### src/rtl/mem_arb_pkg.sv
// -----------------------------------------------------------------------------
// mem_arb_pkg
// Shared types and constants for the main-memory port arbiter.
//   arb_state_t : arbiter FSM states (IDLE, BUSY_D, BUSY_I, RESP_D, RESP_I)
//   arb_src_t   : request source (SRC_IF = fetch, SRC_DM = data)
//   MEM_LAT_MIN/MEM_LAT_MAX : legal range of the memory latency parameter
//   CNT_W       : latency counter width, wide enough for the largest latency
//   lat_load()  : counter preload value for a given latency, clamped to range
// -----------------------------------------------------------------------------
package mem_arb_pkg;

    typedef enum logic [2:0] {
        IDLE,
        BUSY_D,
        BUSY_I,
        RESP_D,
        RESP_I
    } arb_state_t;

    typedef enum logic {
        SRC_IF,
        SRC_DM
    } arb_src_t;

    localparam int MEM_LAT_MIN = 1;
    localparam int MEM_LAT_MAX = 15;
    localparam int CNT_W       = $clog2(16);

    // The counter runs MEM_LATENCY-1 .. 0, so BUSY lasts exactly MEM_LATENCY
    // cycles. Out-of-range latencies are clamped rather than wrapped.
    function automatic logic [CNT_W-1:0] lat_load(input int lat);
        int l;
        l = (lat < MEM_LAT_MIN) ? MEM_LAT_MIN :
            (lat > MEM_LAT_MAX) ? MEM_LAT_MAX : lat;
        return CNT_W'(l - 1);
    endfunction

endpackage

### src/rtl/mem_port_arbiter_lat_counter.sv
// -----------------------------------------------------------------------------
// mem_lat_counter
// Loadable down-counter with a zero flag, used to time a memory access.
//   clk, rst_n : clock, synchronous active-low reset (count -> 0)
//   load       : load load_val (has priority over dec)
//   load_val   : preload value
//   dec        : decrement by one; saturates at zero
//   zero       : count is zero
// -----------------------------------------------------------------------------
module mem_lat_counter
    import mem_arb_pkg::*;
(
    input  logic             clk,
    input  logic             rst_n,
    input  logic             load,
    input  logic [CNT_W-1:0] load_val,
    input  logic             dec,
    output logic             zero
);

    logic [CNT_W-1:0] count;

    // NOTE: sequential state is only ever written with non-blocking (<=)
    // assignments so every flop samples pre-edge values, whatever order the
    // simulator evaluates the always blocks in.
    always_ff @(posedge clk) begin
        if (!rst_n) begin
            count <= '0;
        end else if (load) begin
            count <= load_val;
        end else if (dec && (count != '0)) begin
            count <= count - CNT_W'(1);
        end
    end

    assign zero = (count == '0);

endmodule

### src/rtl/mem_port_arbiter.sv
// -----------------------------------------------------------------------------
// mem_port_arbiter
// Shares one single-ported, fixed-latency memory between instruction fetch
// and the data-memory stage. Data requests win ties (older instruction).
//
// Parameters: MEM_LATENCY (1..15), ADDR_W, DATA_W
// Ports:
//   clk, rst_n                 : clock, synchronous active-low reset
//   if_req_i / if_addr_i       : fetch request (held until if_done_o)
//   if_rdata_o / if_done_o     : fetched word (held) and one-cycle done pulse
//   if_stall_o                 : freeze PC and IF/ID
//   dm_req_i/dm_wr_i/dm_addr_i/dm_wdata_i : data request (held until dm_done_o)
//   dm_rdata_o / dm_done_o     : load data (held) and one-cycle done pulse
//   dm_stall_o                 : freeze EX/MEM and earlier
//   err_o                      : one-cycle unaligned-access flag
//   mem_req_o/mem_wr_o/mem_addr_o/mem_wdata_o : memory strobe and request
//   mem_rdata_i                : memory read data, valid in the last BUSY cycle
//
// Build option: define MEM_PORT_ARB_ALIGN_CHK_EN to reject odd addresses
// (no memory access, err_o with done, rdata unchanged). Without it addr[0]
// passes through and err_o is tied low.
// -----------------------------------------------------------------------------
module mem_port_arbiter
    import mem_arb_pkg::*;
#(
    parameter int MEM_LATENCY = 4,
    parameter int ADDR_W      = 16,
    parameter int DATA_W      = 16
) (
    input  logic              clk,
    input  logic              rst_n,
    input  logic              if_req_i,
    input  logic [ADDR_W-1:0] if_addr_i,
    output logic [DATA_W-1:0] if_rdata_o,
    output logic              if_done_o,
    output logic              if_stall_o,
    input  logic              dm_req_i,
    input  logic              dm_wr_i,
    input  logic [ADDR_W-1:0] dm_addr_i,
    input  logic [DATA_W-1:0] dm_wdata_i,
    output logic [DATA_W-1:0] dm_rdata_o,
    output logic              dm_done_o,
    output logic              dm_stall_o,
    output logic              err_o,
    output logic              mem_req_o,
    output logic              mem_wr_o,
    output logic [ADDR_W-1:0] mem_addr_o,
    output logic [DATA_W-1:0] mem_wdata_o,
    input  logic [DATA_W-1:0] mem_rdata_i
);

    localparam logic [CNT_W-1:0] LAT_LOAD = lat_load(MEM_LATENCY);

    arb_state_t        state;
    logic              acc_valid;
    arb_src_t          acc_src;
    logic [ADDR_W-1:0] acc_addr;
    logic              acc_misal;
    logic              cnt_load;
    logic              cnt_dec;
    logic              cnt_zero;

    // Request selection seen from IDLE; data wins over fetch.
    // NOTE: every always_comb output gets a default first, so no path can
    // leave a signal unassigned and infer a latch.
    always_comb begin
        acc_valid = dm_req_i | if_req_i;
        acc_src   = dm_req_i ? SRC_DM : SRC_IF;
        acc_addr  = dm_req_i ? dm_addr_i : if_addr_i;
`ifdef MEM_PORT_ARB_ALIGN_CHK_EN
        acc_misal = acc_addr[0];
`else
        acc_misal = 1'b0;
`endif
    end

    assign cnt_load = (state == IDLE) && acc_valid && !acc_misal;
    assign cnt_dec  = (state == BUSY_D) || (state == BUSY_I);

    mem_lat_counter u_lat_cnt (
        .clk      (clk),
        .rst_n    (rst_n),
        .load     (cnt_load),
        .load_val (LAT_LOAD),
        .dec      (cnt_dec),
        .zero     (cnt_zero)
    );

    always_ff @(posedge clk) begin
        if (!rst_n) begin
            // The rdata holding registers are cleared too: every output must
            // read 0 straight out of reset.
            state       <= IDLE;
            mem_req_o   <= 1'b0;
            mem_wr_o    <= 1'b0;
            mem_addr_o  <= '0;
            mem_wdata_o <= '0;
            if_done_o   <= 1'b0;
            dm_done_o   <= 1'b0;
            if_rdata_o  <= '0;
            dm_rdata_o  <= '0;
`ifdef MEM_PORT_ARB_ALIGN_CHK_EN
            err_o       <= 1'b0;
`endif
        end else begin
            // Done and err are single-cycle pulses.
            if_done_o <= 1'b0;
            dm_done_o <= 1'b0;
`ifdef MEM_PORT_ARB_ALIGN_CHK_EN
            err_o     <= 1'b0;
`endif
            case (state)
                IDLE: begin
                    if (acc_valid) begin
                        if (acc_misal) begin
                            // Rejected access skips memory and completes at once.
                            state <= (acc_src == SRC_DM) ? RESP_D : RESP_I;
                            if (acc_src == SRC_DM) dm_done_o <= 1'b1;
                            else                   if_done_o <= 1'b1;
`ifdef MEM_PORT_ARB_ALIGN_CHK_EN
                            err_o <= 1'b1;
`endif
                        end else begin
                            // Latch the request; memory outputs stay frozen for
                            // the whole BUSY period regardless of input changes.
                            state      <= (acc_src == SRC_DM) ? BUSY_D : BUSY_I;
                            mem_req_o  <= 1'b1;
                            mem_wr_o   <= (acc_src == SRC_DM) && dm_wr_i;
                            mem_addr_o <= acc_addr;
                            if (acc_src == SRC_DM) mem_wdata_o <= dm_wdata_i;
                        end
                    end
                end
                BUSY_D: begin
                    if (cnt_zero) begin
                        if (!mem_wr_o) dm_rdata_o <= mem_rdata_i;
                        mem_req_o <= 1'b0;
                        mem_wr_o  <= 1'b0;
                        dm_done_o <= 1'b1;
                        state     <= RESP_D;
                    end
                end
                BUSY_I: begin
                    if (cnt_zero) begin
                        if_rdata_o <= mem_rdata_i;
                        mem_req_o  <= 1'b0;
                        if_done_o  <= 1'b1;
                        state      <= RESP_I;
                    end
                end
                RESP_D, RESP_I: begin
                    state <= IDLE;
                end
                default: begin
                    state <= IDLE;
                end
            endcase
        end
    end

`ifndef MEM_PORT_ARB_ALIGN_CHK_EN
    assign err_o = 1'b0;
`endif

    // Stalls must react in the same cycle a request appears.
    assign if_stall_o = if_req_i & ~if_done_o;
    assign dm_stall_o = dm_req_i & ~dm_done_o;

endmodule

### config.mk
export PLATFORM = sky130hd
export DESIGN_NAME = mem_port_arbiter
export DESIGN_NICKNAME = d
export VERILOG_FILES = /design/src/rtl/mem_arb_pkg.sv /design/src/rtl/mem_port_arbiter_lat_counter.sv /design/src/rtl/mem_port_arbiter.sv
export SDC_FILE = /design/constraint.sdc
export NUM_CORES = 1
export LEC_CHECK = 0
export CORE_MARGIN = 2
export CORE_UTILIZATION = 31
export DETAILED_ROUTE_END_ITERATION = 8
export RECOVER_POWER = 50
export SLEW_MARGIN = 20
export SYNTH_ARGS = -nofsm -noshare
export SYNTH_HDL_FRONTEND = slang
export SYNTH_SLANG_ARGS = --single-unit
### constraint.sdc
create_clock -name clk -period 2.2 [get_ports clk]
set_input_delay 0.44 -clock clk [delete_from_list [all_inputs] [get_ports clk]]
set_output_delay 0.44 -clock clk [all_outputs]
set_load 0.01 [all_outputs]
==> metrics.cfg <==
[timing]
finClkSkew_ps = 11.0
rsz0062_at_grt = no
hold_viol_final = 0
setup_tns_ps = 0
tightest_slew_ps = 809
relSlewSlack_pct = 46.0
fin_crit_ps = 2160
slew_violations = 0
fin_crit_sh_pct = 98.2
setup_viol = 0
max_freq_ghz = 0.463

[drt]
wl_um = 7300
dr_total_vias = 2602
via_per_inst = 4.54
ant_nets = 0
drtIter0Drc = 64
drc = 0
wl_per_cell_um = 12.7
dr.pass1.iters = 6

[clock_network]
post_cts_buffers = 0
cts_tree = yes
cts_buffers = 9
cts_buffer_depth = 2
insertion_delay_ps = 340
h-tree-depth = 3
clkSinkCount = 75
holdBufCountCts = 0
path_clk_slew_ps = 80
cts_resized = 0
clockRootBuffer = clkbuf_8

[worst_setup_path]
worstPathMaxFanout = 2
start_kind = primary input
startpoint = if_req_i
critical-path-top-cell-by-count = clkdlybuf4s50_1
max_stage_delay_ps = 570
r2r_slack_ps = 310
r2r_start = u_lat_cnt.count[0]$_SDFFE_PN0P_
crit_required_ps = 1760
arrival_ps = 1720
cp_cell_sequence = clkdlybuf4s50_1, nor2b_1, clkdlybuf4s50_1
slowest_stage = clkdlybuf4s50_1
critPathKind = primary input to output port
critPathCaptureType = output port

[synthesis]
ys_seq_elements = 75
ys_types = 33
syn-num-nets = 392
yosys_warnings = 0
syn_area_per_cell_um2 = 8.97
synthCells = 322
synth-seq-area-share_pct = 52.0
syn_area_um2 = 2890

[min_path]
holdCritPathClass = register to register
min_from = if_rdata_o[2]$_SDFFE_PN0P_

[floorplanning]
top_level_ports = 140
initial_core_util_pct = 31.6
die_h_um = 101
num_rows = 35
core_area_um2 = 9150
dieArea_um2 = 10100
die_w_um = 101

[placement]
dpl.hpwl_um = 5230
dp.cells = 557
gp_congestion = 0.713
portBuffers = 138

[global_routing]
grt_usage_pct = 14.6
grt_pass1_wl_um = 11700
overflow = 0
grt_pass1_vias = 2562
grt_antenna_before_repair = 0
grt_max_degree = 49

[power_and_ir_drop]
power.leakage_uw = 0.00182
p_total_uw = 3950
ir_worst_vdd_mv = 0.323
powerDensity_nw_per_um2 = 858

[final_layout]
drive_above_1_share_pct = 6.49
areaGrowthSynthToFinish_pct = 59.5
antenna_cells = 0
fillers = 893
final_cell_mix = 99 x clkdlybuf4s50_1, 75 x dfxtp_1, 67 x nand2_1
final_common_cell = clkdlybuf4s50_1
stdcell_count = 573
fin_nets = 527

[job]
cap_violations = 0

[outcome]
status = finished clean

-- through the flow --
step / utilization (%) / hold WS (ps) / instance area, µm² / setup slack [ps]
floorplan: - / 460 / 2890 / 553
global placement: 48.0 / 442 / 4390 / 42.8
detailed placement: 48.0 / 446 / 4390 / 38.6
CTS: 50.4 / 459 / 4620 / 38.6
global route: 50.3 / 480 / 4610 / 0.771
finish: 50.3 / 452 / 4610 / 40.5
-- registers in the layout, summed over array words and instances (netlist names) --
signal / flops
u_lat_cnt.count: 4
mem_wr_o: 1
dm_done_o: 1
if_rdata_o: 16
state: 3
mem_wdata_o: 16
mem_addr_o: 16
if_done_o: 1
dm_rdata_o: 16
mem_req_o: 1
-- final timing paths --
path                                end  cells past startpoint
max                          if_stall_o                      3
min          if_rdata_o[2]$_SDFFE_PN0P_                      2
max reg2reg  if_rdata_o[9]$_SDFFE_PN0P_                      7
min reg2reg  if_rdata_o[2]$_SDFFE_PN0P_                      2
-- worst max-delay path, delay by kind of cell --
family,cells,cell delay [ps]
buf+inv,2,1110
simple gates,1,160
-- layout make-up --
| class | count | area, µm² | area share [%] |
|---|---|---|---|
| clock buffer | 10 | 138 | 2.99 |
| clock inverter | 6 | 88.8 | 1.93 |
| inverter | 4 | 15.0 | 0.326 |
| multi-input combinational | 219 | 1240 | 26.9 |
| sequential | 75 | 1500 | 32.6 |
| tap | 111 | 139 | 3.01 |
| timing repair buffer | 148 | 1490 | 32.2 |
-- synth_stat cells --
| cell type | instances | share of area, % |
|---|---|---|
| dfxtp_1 | 75 | 52 |
| nand2_1 | 67 | 8.7 |
| nor2_1 | 43 | 5.6 |
| a21oi_1 | 34 | 5.9 |
| mux2i_1 | 32 | 11 |
| a211oi_1 | 18 | 4.7 |
| clkbuf_1 | 9 | 1.2 |
| buf_2 | 7 | 1.2 |
| buf_4 | 5 | 1.3 |
| inv_1 | 3 | 0.39 |
| clkbuf_2 | 2 | 0.35 |
| nand3_1 | 2 | 0.35 |
| nor3_1 | 2 | 0.35 |
| nor3_2 | 2 | 0.69 |
| o21ai_0 | 2 | 0.35 |
| xnor2_1 | 2 | 0.61 |
| a32oi_1 | 1 | 0.30 |
| and2_1 | 1 | 0.22 |
| and3_1 | 1 | 0.22 |
| and4b_1 | 1 | 0.35 |
| buf_8 | 1 | 0.52 |
| conb_1 | 1 | 0.13 |
| ha_1 | 1 | 0.43 |
| inv_2 | 1 | 0.13 |
| nor2b_1 | 1 | 0.22 |
| nor3b_4 | 1 | 0.65 |
| nor4_1 | 1 | 0.22 |
| nor4b_1 | 1 | 0.30 |
| o21a_1 | 1 | 0.26 |
| o32ai_1 | 1 | 0.30 |
| or3_1 | 1 | 0.22 |
| or4_1 | 1 | 0.26 |
| xnor2_2 | 1 | 0.56 |
-- metal layers --
metal | part of all wire (%) | global-route usage, % | up-vias
met5 | 0 | 0 | -
met4 | 1.0 | 6.01 | 0
met3 | 10 | 6.31 | 8
met2 | 46 | 23.4 | 95
met1 | 43 | 17.3 | 1152
li1 | - | - | 1347
-- power breakdown --
| part | leakage, µW | switching [µW] | internal, µW |
|---|---|---|---|
| Combinational | 0.00110 | 529 | 606 |
| Clock | 0.000108 | 507 | 669 |
| Sequential | 0.000613 | 105 | 1540 |
-- logic make-up after synthesis --
logic type	after synthesis	synth area share [%]
other	1	0.130
flip-flops	75	52.0
adder cells (fa/ha/maj)	1	0.433
XOR/XNOR	3	1.17
multiplexers	32	11.1
AO/OA/AOI/OAI	57	11.8
AND/OR/NAND/NOR	125	18.3
buffers and inverters	28	5.07
(Power assumes the default switching activity.)
